`src/rtl/ct_unloader.sv`:
```
// ct_unloader
// -----------------------------------------------------------------------------
// Streams one ciphertext out of the CPU register file as an ordered sequence
// of residues on a valid/ready interface. Reads go through a dedicated
// synchronous read port (data one cycle after the strobe). A two-entry skid
// FIFO with credit-based issue keeps the stream bubble-free under full rate
// and lossless under any backpressure pattern.
//
// Ports
//   clk            rising-edge clock
//   reset          asynchronous, active-low; 0 clears all state immediately
//   start          unload request, sampled only while busy=0
//   cipher_idx     ciphertext slot to unload, sampled with start
//   busy           high from the accepting edge through the edge issuing done
//   done           one-cycle pulse after the last beat handshakes
//   rf_rd_en       regfile read strobe
//   rf_rd_cipher   read address: ciphertext slot
//   rf_rd_poly     read address: polynomial (0 = A, 1 = B)
//   rf_rd_coeff    read address: coefficient
//   rf_rd_prime    read address: RNS prime
//   rf_rd_data     read data, valid one cycle after rf_rd_en
//   m_valid        output beat valid
//   m_ready        consumer ready
//   m_data         residue value (bit-exact copy of the stored value)
//   m_poly         beat tag: polynomial
//   m_coeff        beat tag: coefficient
//   m_prime        beat tag: prime
//   m_last         high on the final beat of the ciphertext
// -----------------------------------------------------------------------------
module ct_unloader #(
   parameter int NCOEFF   = 8,
   parameter int NPRIMES  = 4,
   parameter int NPOLY    = 2,
   parameter int NCIPHER  = 8,
   parameter int COEFF_W  = 32,
   localparam int CIPHER_W = (NCIPHER > 1) ? $clog2(NCIPHER) : 1,
   localparam int POLY_W   = (NPOLY   > 1) ? $clog2(NPOLY)   : 1,
   localparam int COEFF_IW = (NCOEFF  > 1) ? $clog2(NCOEFF)  : 1,
   localparam int PRIME_W  = (NPRIMES > 1) ? $clog2(NPRIMES) : 1
) (
   input  logic                clk,
   input  logic                reset,
   input  logic                start,
   input  logic [CIPHER_W-1:0] cipher_idx,
   output logic                busy,
   output logic                done,
   output logic                rf_rd_en,
   output logic [CIPHER_W-1:0] rf_rd_cipher,
   output logic [POLY_W-1:0]   rf_rd_poly,
   output logic [COEFF_IW-1:0] rf_rd_coeff,
   output logic [PRIME_W-1:0]  rf_rd_prime,
   input  logic [COEFF_W-1:0]  rf_rd_data,
   output logic                m_valid,
   input  logic                m_ready,
   output logic [COEFF_W-1:0]  m_data,
   output logic [POLY_W-1:0]   m_poly,
   output logic [COEFF_IW-1:0] m_coeff,
   output logic [PRIME_W-1:0]  m_prime,
   output logic                m_last
);

   localparam logic [POLY_W-1:0]   POLY_MAX  = POLY_W'(NPOLY - 1);
   localparam logic [COEFF_IW-1:0] COEFF_MAX = COEFF_IW'(NCOEFF - 1);
   localparam logic [PRIME_W-1:0]  PRIME_MAX = PRIME_W'(NPRIMES - 1);
   localparam logic [POLY_W-1:0]   POLY_ONE  = POLY_W'(1);
   localparam logic [COEFF_IW-1:0] COEFF_ONE = COEFF_IW'(1);
   localparam logic [PRIME_W-1:0]  PRIME_ONE = PRIME_W'(1);

   typedef enum logic [1:0] {
      IDLE  = 2'd0,
      ISSUE = 2'd1,
      DRAIN = 2'd2
   } state_t;

   state_t state;
   state_t state_next;

   // Latched slot and the address walk counters
   logic [CIPHER_W-1:0] cipher_reg;
   logic [POLY_W-1:0]   poly_cnt;
   logic [COEFF_IW-1:0] coeff_cnt;
   logic [PRIME_W-1:0]  prime_cnt;
   logic                at_last;

   // Tags of the read whose data returns on the next cycle
   logic                flight;
   logic [POLY_W-1:0]   flight_poly;
   logic [COEFF_IW-1:0] flight_coeff;
   logic [PRIME_W-1:0]  flight_prime;
   logic                flight_last;

   // Two-entry output FIFO
   logic [COEFF_W-1:0]  fifo_data  [0:1];
   logic [POLY_W-1:0]   fifo_poly  [0:1];
   logic [COEFF_IW-1:0] fifo_coeff [0:1];
   logic [PRIME_W-1:0]  fifo_prime [0:1];
   logic                fifo_last  [0:1];
   logic                wr_ptr;
   logic                rd_ptr;
   logic [1:0]          count;

   logic                accept;
   logic                issue;
   logic                done_next;
   logic                push;
   logic                pop;
   logic                credit;
   logic [2:0]          occupancy;

   assign at_last = (poly_cnt == POLY_MAX) && (coeff_cnt == COEFF_MAX) &&
                    (prime_cnt == PRIME_MAX);

   assign m_valid = (count != 2'd0);
   assign pop     = m_valid && m_ready;
   assign push    = flight;

   // Buffered plus in-flight entries must never exceed the FIFO depth; a pop
   // on this edge frees the slot the new read will eventually occupy.
   assign occupancy = {1'b0, count} + {2'b00, flight};
   assign credit    = (occupancy < 3'd2) || ((occupancy == 3'd2) && pop);

   // State register
   always_ff @(posedge clk or negedge reset) begin
      if (!reset) begin
         state <= IDLE;
      end else begin
         state <= state_next;
      end
   end

   // Next-state and control decode
   always_comb begin
      state_next = state;
      accept     = 1'b0;
      issue      = 1'b0;
      done_next  = 1'b0;
      case (state)
         IDLE: begin
            if (start) begin
               accept     = 1'b1;
               state_next = ISSUE;
            end
         end
         ISSUE: begin
            if (credit) begin
               issue = 1'b1;
               if (at_last) begin
                  state_next = DRAIN;
               end
            end
         end
         DRAIN: begin
            // Finish on the edge that pops the final buffered beat so that
            // done appears in the cycle right after the m_last handshake.
            if (!flight && ((count == 2'd0) || ((count == 2'd1) && pop))) begin
               done_next  = 1'b1;
               state_next = IDLE;
            end
         end
         default: begin
            state_next = IDLE;
         end
      endcase
   end

   // Slot latch and poly/coeff/prime address walk, prime innermost
   always_ff @(posedge clk or negedge reset) begin
      if (!reset) begin
         cipher_reg <= '0;
         poly_cnt   <= '0;
         coeff_cnt  <= '0;
         prime_cnt  <= '0;
      end else if (accept) begin
         cipher_reg <= cipher_idx;
         poly_cnt   <= '0;
         coeff_cnt  <= '0;
         prime_cnt  <= '0;
      end else if (issue) begin
         if (prime_cnt == PRIME_MAX) begin
            prime_cnt <= '0;
            if (coeff_cnt == COEFF_MAX) begin
               coeff_cnt <= '0;
               if (poly_cnt == POLY_MAX) begin
                  poly_cnt <= '0;
               end else begin
                  poly_cnt <= poly_cnt + POLY_ONE;
               end
            end else begin
               coeff_cnt <= coeff_cnt + COEFF_ONE;
            end
         end else begin
            prime_cnt <= prime_cnt + PRIME_ONE;
         end
      end
   end

   // In-flight read tracking: tags ride alongside the synchronous read
   always_ff @(posedge clk or negedge reset) begin
      if (!reset) begin
         flight       <= 1'b0;
         flight_poly  <= '0;
         flight_coeff <= '0;
         flight_prime <= '0;
         flight_last  <= 1'b0;
      end else begin
         flight <= issue;
         if (issue) begin
            flight_poly  <= poly_cnt;
            flight_coeff <= coeff_cnt;
            flight_prime <= prime_cnt;
            flight_last  <= at_last;
         end
      end
   end

   // Output FIFO: push returning read data, pop on handshake
   always_ff @(posedge clk or negedge reset) begin
      if (!reset) begin
         for (int i = 0; i < 2; i++) begin
            fifo_data[i]  <= '0;
            fifo_poly[i]  <= '0;
            fifo_coeff[i] <= '0;
            fifo_prime[i] <= '0;
            fifo_last[i]  <= 1'b0;
         end
         wr_ptr <= 1'b0;
         rd_ptr <= 1'b0;
         count  <= 2'd0;
      end else begin
         if (push) begin
            fifo_data[wr_ptr]  <= rf_rd_data;
            fifo_poly[wr_ptr]  <= flight_poly;
            fifo_coeff[wr_ptr] <= flight_coeff;
            fifo_prime[wr_ptr] <= flight_prime;
            fifo_last[wr_ptr]  <= flight_last;
            wr_ptr             <= ~wr_ptr;
         end
         if (pop) begin
            rd_ptr <= ~rd_ptr;
         end
         count <= count + {1'b0, push} - {1'b0, pop};
      end
   end

   // Completion pulse
   always_ff @(posedge clk or negedge reset) begin
      if (!reset) begin
         done <= 1'b0;
      end else begin
         done <= done_next;
      end
   end

   assign busy         = (state != IDLE);
   assign rf_rd_en     = issue;
   assign rf_rd_cipher = cipher_reg;
   assign rf_rd_poly   = poly_cnt;
   assign rf_rd_coeff  = coeff_cnt;
   assign rf_rd_prime  = prime_cnt;

   assign m_data  = fifo_data[rd_ptr];
   assign m_poly  = fifo_poly[rd_ptr];
   assign m_coeff = fifo_coeff[rd_ptr];
   assign m_prime = fifo_prime[rd_ptr];
   assign m_last  = m_valid && fifo_last[rd_ptr];

endmodule

```
`config.mk`:
```
export PLATFORM = sky130hd
export DESIGN_NAME = ct_unloader
export DESIGN_NICKNAME = d
export VERILOG_FILES = /design/src/rtl/ct_unloader.sv
export SDC_FILE = /design/constraint.sdc
export NUM_CORES = 1
export LEC_CHECK = 0
export BUFFER_PORTS_ARGS = -buffer_cell sky130_fd_sc_hd__buf_2
export CAP_MARGIN = 20
export CORE_ASPECT_RATIO = 0.7
export CORE_MARGIN = 5
export CORE_UTILIZATION = 47
export DETAILED_ROUTE_END_ITERATION = 10
export PLACE_DENSITY = 0.78
export SLEW_MARGIN = 20
export SYNTH_ARGS = -nofsm -noshare
export SYNTH_HDL_FRONTEND = slang
export SYNTH_SLANG_ARGS = --single-unit
```
`constraint.sdc`:
```
create_clock -name clk -period 3.1 [get_ports clk]
set_input_delay 0.62 -clock clk [delete_from_list [all_inputs] [get_ports clk]]
set_output_delay 0.62 -clock clk [all_outputs]
set_load 0.05 [all_outputs]
```
# Yosys cells after proc, flatten, opt, wreduce, memory -nomap -nowiden
# Cells that the tools add are included.
# totals
reg_bits	102
output_inout_bits	52
# op_classes
n_addsub	6
n_lt_le_gt_ge	4
n_eq_ne	10
mux	51
bitwise	4
n_reduce_logical	21
# ops
cell	n
2-to-1 mux 32 bit	4
bitwise mux 64 bit	1
demux 32 bit (select 1 bit)	1
2-to-1 mux 3 bit	8
2-to-1 mux 2 bit	11
2-to-1 mux 1 bit	18
nonzero test 2 bit	5
logical AND 1 bit	8
inequality test 2 bit (second input constant)	4
bitwise mux 6 bit	1
case mux 2 bit (3 select lines)	1
bitwise mux 2 bit	2
bitwise mux 4 bit	1
equality test 2 x 1 -> 1 bit (second input constant)	2
equality test 2 bit (second input constant)	2
>= comparator 2 bit (second input constant)	2
logical NOT 2 bit	2
NOT 1 -> 2 bit	2
AND reduction 4 bit	1
adder 2 x 1 -> 3 bit	1
adder 3 x 1 -> 3 bit (second input constant)	1
demux 3 bit (select 1 bit)	1
equality test 3 x 2 -> 1 bit (second input constant)	1
equality test 3 bit (second input constant)	1
13 further kinds	15

# Depth between registers and ports, before layout
# Gate-level depths: netlist (run 1).
# logic_depth
word_depth	8
depth_mapped	8
mapped_depth_nobuf	7

# Least setup slack after synthesis (run 1)
# OpenSTA, ideal clock, no wires.
# synth_path
kind	reg-to-output
startpoint	register rd_ptr
endpoint	output m_last
t_arrival_ns	1.453
t_required_ns	2.480
setup_slack_ns	1.027
stages_incl_launch_ff	4
path_buffers	1
cell_sequence	dfrtp_1 -> buf_2 -> mux2i_1 -> a21oi_1
# synth_between
elab_chain_len	5
# synth_rtl
element	line	rtl
start: declaration	99	logic rd_ptr;
start signal: assignment	239	rd_ptr <= ~rd_ptr;
NOT 1 -> 2 bit (implied by the code)	265	assign m_last = m_valid && fifo_last[rd_ptr];
2-to-1 mux 1 bit (implied by the code) (3 in a row)	265	
logical AND 1 bit	265	
end: declaration	59	output logic m_last
# No other way between the ends. The select of a mux whose other input is x is not followed.

# Worst setup path after layout (run 1)
# layout_path
startpoint	register flight
endpoint	output rf_rd_en
# layout_between
elab_chain_len	6
elab_cells_between_ends	7
# layout_rtl
element	line	rtl
start: declaration	86	logic flight;
start signal: assignment	206	flight <= issue;
adder 2 x 1 -> 3 bit *	119	assign occupancy = {1'b0, count} + {2'b00, flight};
parallel branches: the longest is 2 deep, another holds < comparator 3 x 2 -> 1 bit	-	
logical OR 1 bit *	120	assign credit = (occupancy < 3'd2) || ((occupancy == 3'd2) && pop);
2-to-1 mux 1 bit *	145	if (credit) begin
2-to-1 mux 1 bit *	137	case (state)
end: declaration	47	output logic rf_rd_en,
# Every way passes the cells marked *.

==> results of run 1 <==
[final timing paths]
path | start | end
min reg2reg | fifo_data[18]$_DFFE_PN0P_ | fifo_data[18]$_DFFE_PN0P_
max | flight$_DFF_PN0_ | rf_rd_en
max in group asynchronous | reset | fifo_data[59]$_DFFE_PN0P_
min | reset | fifo_data[53]$_DFFE_PN0P_
max reg2reg | flight$_DFF_PN0_ | rf_rd_coeff[1]$_DFFE_PN0P_
min in group clk | start | rf_rd_prime[0]$_DFFE_PN0P_
[final cells by class]
cell class                      instances  share of cell area
Inverter                                7            0.004942
Clock buffer                           10             0.04307
Clock inverter                          6            0.007296
Tap cell                              124             0.02918
Multi-Input combinational cell        180              0.3443
Sequential cell                       102              0.4803
Timing Repair Buffer                   94             0.09084
[synth_stat cells, drive strengths merged]
cell type	instances
buf	12
ha	8
mux2i	5
inv	7
xnor2	2
nor2	6
xor2	2
and3	1
mux2	124
and3b	1
nand3	2
nor2b	3
o21a	1
a31oi	1
a31o	1
a41o	1
o21ai	4
dfrtp	102
or2b	2
nand2	12
a21oi	2
clkbuf	1
a211oi	2
[cell families after synthesis]
logic type / synth area share
multiplexers: 0.3264
flip-flops: 0.5702
AND/OR/NAND/NOR: 0.02851
buffers and inverters: 0.02320
AO/OA/AOI/OAI: 0.02152
adder cells (fa/ha/maj): 0.02236
XOR/XNOR: 0.007827
[sequential cells by signal, indices dropped and copies added (netlist names), 2 cells and up]
register / cells
count: 2
fifo_coeff: 6
fifo_data: 64
fifo_last: 2
fifo_poly: 2
fifo_prime: 4
flight_coeff: 3
flight_prime: 2
rf_rd_cipher: 3
rf_rd_coeff: 3
rf_rd_prime: 2
state: 2
[per-stage QoR]
| stage | util | worst slack, ns |
|---|---|---|
| 2_1_floorplan | - | 1.027 |
| 4_1_cts | 0.5791 | 0.3824 |
| 6_report | 0.5791 | 0.4037 |
| 3_3_place_gp | 0.5500 | 0.8137 |
| 3_5_place_dp | 0.5500 | 0.7782 |
| 5_1_grt | 0.5791 | 0.2990 |
[routing by layer]
metal | wire, um | part of all wire | up-vias
met4 | 83 | 0.0095 | 0
met3 | 569 | 0.065 | 10
li1 | - | - | 1251
met5 | 0 | 0 | -
met2 | 3967 | 0.46 | 72
met1 | 4097 | 0.47 | 1341
[placed cells by master, fill, tap and decap left out, types with 2 or more instances in the layout]
cell,instances
or2b_1,2
nor2_1,6
nand3_1,2
nand2_1,11
buf_2,89
a211oi_1,2
ha_1,8
buf_4,5
clkinv_2,3
a21oi_1,2
nor2b_1,2
mux2_4,4
xor2_1,2
mux2i_1,5
xnor2_1,2
inv_1,7
dfrtp_1,101
clkinvlp_4,2
o21ai_0,4
clkbuf_16,9
mux2_2,120
==> flow_summary.json, run 1 <==
{
  "synth_top_area_share": 0.5702,
  "clk_pin_slew_ns": 0.07,
  "grt-ovfl-total": 0,
  "start_util": 0.4877,
  "ant_nets": 0,
  "synth_fp_nets": 349,
  "crit_slowest_cell": "dfrtp_1",
  "regArea_um2": 2554,
  "use_met1": 0.2171,
  "cts-htree-levels": 3,
  "crit_fanout": 16,
  "cts_resized": 0,
  "globalRouteMet3Util": 0.06562,
  "fin_skew_ns": 0.008323,
  "fp.dieW_um": 126.7,
  "drc": 0,
  "ys_seq_area_frac": 0.5702,
  "required_ns": 2.48,
  "cp_cell_sequence": "ha_1 > ha_1 > nor2_1 > a41o_4 > buf_2",
  "num_rows": 29,
  "rsz0062_at_grt": "no",
  "hold_ws_ns": 0.3125,
  "final_cells": 523,
  "crit_arrival_ns": 2.08,
  "finalNetCount": 441,
  "grt_max_degree": 56,
  "ff2ff_path_depth": 7,
  "multi_input_area_um2": 1831,
  "grt.total_usage": 0.1595,
  "synth_warnings": 0,
  "cts_hold_buffers": 0,
  "clk_latency_ns": 0.34,
  "area_growth_pct": 18.75,
  "post-cts-setup-buffers": 0,
  "antenna_found_initial": 0,
  "fin_setup_tns_ns": 0,
  "io_pins": 91,
  "max_stage_delay_ns": 0.46,
  "dpl.hpwl_um": 5984,
  "max_slew.worst_pin.slew_ns": 1.019,
  "antennaDiodeCount": 0,
  "via_per_inst": 5.113,
  "worstPathBufferInverterCount": 1,
  "min_period_ns": 2.696,
  "crit_top_cell": "ha_1",
  "end_kind": "output port",
  "cts.sinks": 102,
  "drt_first_pass_iters": 4,
  "grt_pass1_wl_um": 14680,
  "hold_violations": 0,
  "cts_root_buf": "clkbuf_16",
  "die_h_um": 91.66,
  "port_buffers": 90,
  "cts_buffers": 9,
  "yosys.area.top_type": "dfrtp_1",
  "finalWeightedCongestion": 0.7661,
  "synth.distinct_cells": 27,
  "clockBufferDepth": 2,
  "drive_above_1_share": 0.6015,
  "dpl.cell_count": 507,
  "finalInstanceArea_um2": 5316,
  "cts_tree": "yes",
  "hold_path.class": "input port to async pin",
  "worstSetupPathDepth": 5,
  "avgSynthCellArea_um2": 14.82,
  "cp_top_family": "flip-flops",
  "status": "finished clean",
  "core_um2": 9180,
  "syn_area_um2": 4477,
  "fill_cells": 760,
  "ys_ff_latch": 102,
  "setup_viol": 0,
  "final_max_slew_viol_count": 0,
  "grt_pass1_vias": 2940,
  "critPathKind": "flip-flop to output port",
  "start_kind": "flip-flop",
  "placed_cell_area_um2": 5049,
  "wl_per_cell_um": 16.67,
  "vias": 2674,
  "drtIter0Drc": 128,
  "ff2ff_setup_slack_ns": 1.11,
  "dieArea_um2": 11610,
  "clock.fmax_ghz": 0.3709,
  "relSlewSlack": 0.3181,
  "top_usage_layer": "met2",
  "yosys-top-cells-area": "dfrtp_1 57%, mux2_2 30%, ha_1 2.2%",
  "wl_um": 8718,
  "synthesis.instances": 302,
  "cap_violations": 0,
  "post-route-period-util": 0.8698,
  "met2_usage": 0.2390
}
Power of run 1 is not shown: default switching activity piles up to over one toggle a cycle in this logic, so the estimate is an artifact.
==> inputs of run 2 (changes only) <==
--- a/config.mk
+++ b/config.mk
@@ -5,13 +5,13 @@
 export SDC_FILE = /design/constraint.sdc
 export NUM_CORES = 1
 export LEC_CHECK = 0
-export BUFFER_PORTS_ARGS = -buffer_cell sky130_fd_sc_hd__buf_2
 export CAP_MARGIN = 20
 export CORE_ASPECT_RATIO = 0.7
 export CORE_MARGIN = 5
 export CORE_UTILIZATION = 47
 export DETAILED_ROUTE_END_ITERATION = 10
-export PLACE_DENSITY = 0.78
+export DONT_BUFFER_PORTS = 1
+export PLACE_DENSITY = 0.7
 export SLEW_MARGIN = 20
 export SYNTH_ARGS = -nofsm -noshare
 export SYNTH_HDL_FRONTEND = slang
==> flow_summary.json, run 2 (same netlist as run 1, synthesis figures left out) <==
{
  "cts_tree": "yes",
  "cts_resized": 0,
  "grt.total_usage": 0.1487,
  "final_max_slew_viol_count": 0,
  "post-route-period-util": 0.8033,
  "cts-htree-levels": 3,
  "post-cts-setup-buffers": 0,
  "status": "finished clean",
  "start_util": 0.4877,
  "end_kind": "output port",
  "finalNetCount": 352,
  "cap_violations": 0,
  "dpl.hpwl_um": 5555,
  "crit_arrival_ns": 1.87,
  "max_slew.worst_pin.slew_ns": 0.6499,
  "cts_root_buf": "clkbuf_16",
  "final_cell_mix": "120 x mux2_2, 101 x dfrtp_1, 11 x nand2_1, 9 x clkbuf_16, 8 x ha_1",
  "crit_fanout": 22,
  "grt_pass1_wl_um": 13830,
  "dieArea_um2": 11610,
  "drtIter0Drc": 86,
  "setup_viol": 0,
  "core_um2": 9180,
  "clockBufferDepth": 2,
  "fin_setup_tns_ns": 0,
  "rr_startpoint": "flight$_DFF_PN0_",
  "io_pins": 91,
  "critPathKind": "flip-flop to output port",
  "grt_max_degree": 103,
  "clock.fmax_ghz": 0.4016,
  "num_rows": 29,
  "fin_skew_ns": 0.007328,
  "finalWeightedCongestion": 0.7552,
  "drc": 0,
  "crit_start": "rd_ptr$_DFFE_PN0P_",
  "wl_per_cell_um": 18.71,
  "wl_um": 8081,
  "fp.dieW_um": 126.7,
  "antennaDiodeCount": 0,
  "max_stage_delay_ns": 0.72,
  "min_period_ns": 2.490,
  "relSlewSlack": 0.5658,
  "ant_nets": 0,
  "cp_cell_sequence": "buf_4 > mux2_2",
  "start_kind": "flip-flop",
  "required_ns": 2.48,
  "via_per_inst": 5.488,
  "rsz0062_at_grt": "no",
  "hold_violations": 0,
  "crit_slowest_cell": "dfrtp_2",
  "hold_path.class": "input port to async pin",
  "vias": 2371,
  "area_growth_pct": 10.15,
  "die_h_um": 91.66,
  "largest_reg_flops": 64,
  "cts.sinks": 102,
  "antenna_found_initial": 0,
  "clk_pin_slew_ns": 0.06,
  "largest_register": "fifo_data",
  "grt_pass1_vias": 2640,
  "clk_latency_ns": 0.33,
  "cts_buffers": 9,
  "drive_above_1_share": 0.4805,
  "drt_first_pass_iters": 3,
  "grt-ovfl-total": 0,
  "layout_commonest_cell": "mux2_2",
  "top_regs": "fifo_data (64), fifo_coeff (6), fifo_prime (4)",
  "port_buffers": 0
}
run 2: changes by cell type in the layout (fill, tap and decap cells not counted), moves of 2 or more:
cell | previous run | this run
clkinv_2 | 3 | 0
buf_2 | 89 | 0
clkinvlp_4 | 2 | 0
clkbuf_8 | 0 | 2
buf_4 | 5 | 3
run 2: what timing repair did:
item                                    CTS  global route
endpoints found under the hold margin   102             0
endpoints found under the setup margin    0             0
hold buffers                              1             0
run 2: path summary, 6_finish.rpt:
check,end,cells after the start,slack (ns)
min,fifo_data[17]$_DFFE_PN0P_,1,0.21
max reg2reg,rf_rd_coeff[1]$_DFFE_PN0P_,6,1.00
min reg2reg,fifo_last[0]$_DFFE_PN0P_,2,0.48
max in group asynchronous,rd_ptr$_DFFE_PN0P_,1,2.47
max,m_data[10],2,0.61
min in group clk,rf_rd_prime[0]$_DFFE_PN0P_,1,0.37
run 2: critical path, delay by kind of cell (launching register included):
family / cells / cell delay, ns
buffers and inverters: 1 / 0.32
flip-flops: 1 / 0.72
multiplexers: 1 / 0.49
run 2: final cells by class:
type | instances | area, um^2
repair buffers | 5 | 70.07
clock buffers | 13 | 260.3
inverters | 7 | 26.28
multi-input cells | 180 | 1836
well taps | 124 | 155.1
clock inverters | 1 | 30.03
flip-flops and latches | 102 | 2554
fillers | 765 | 4249
run 2: metrics by stage:
| step | hold slack (ns) | instance area [um^2] | util | std cells | setup WS, ns |
|---|---|---|---|---|---|
| detailed placement | 0.3274 | 4608 | 0.5020 | 417 | 0.9376 |
| global route | 0.2559 | 4931 | 0.5371 | 432 | 0.5010 |
| CTS | 0.2340 | 4926 | 0.5366 | 432 | 0.5724 |
| finish | 0.2068 | 4931 | 0.5371 | 432 | 0.6098 |
| global placement | 0.3272 | 4608 | 0.5020 | 417 | 0.9586 |
| floorplan | 0.3244 | 4477 | - | 302 | 1.027 |
run 2: routing by layer:
metal | wire length (um) | part of all wire | vias to the layer above | track usage
met5 | 0 | 0 | - | 0
met4 | 72 | 0.0089 | 0 | 0.04286
met3 | 681 | 0.084 | 7 | 0.06678
met2 | 3638 | 0.45 | 68 | 0.2210
met1 | 3689 | 0.46 | 1219 | 0.1981
li1 | - | - | 1077 | -
Power of run 2 is left out for the same reason.
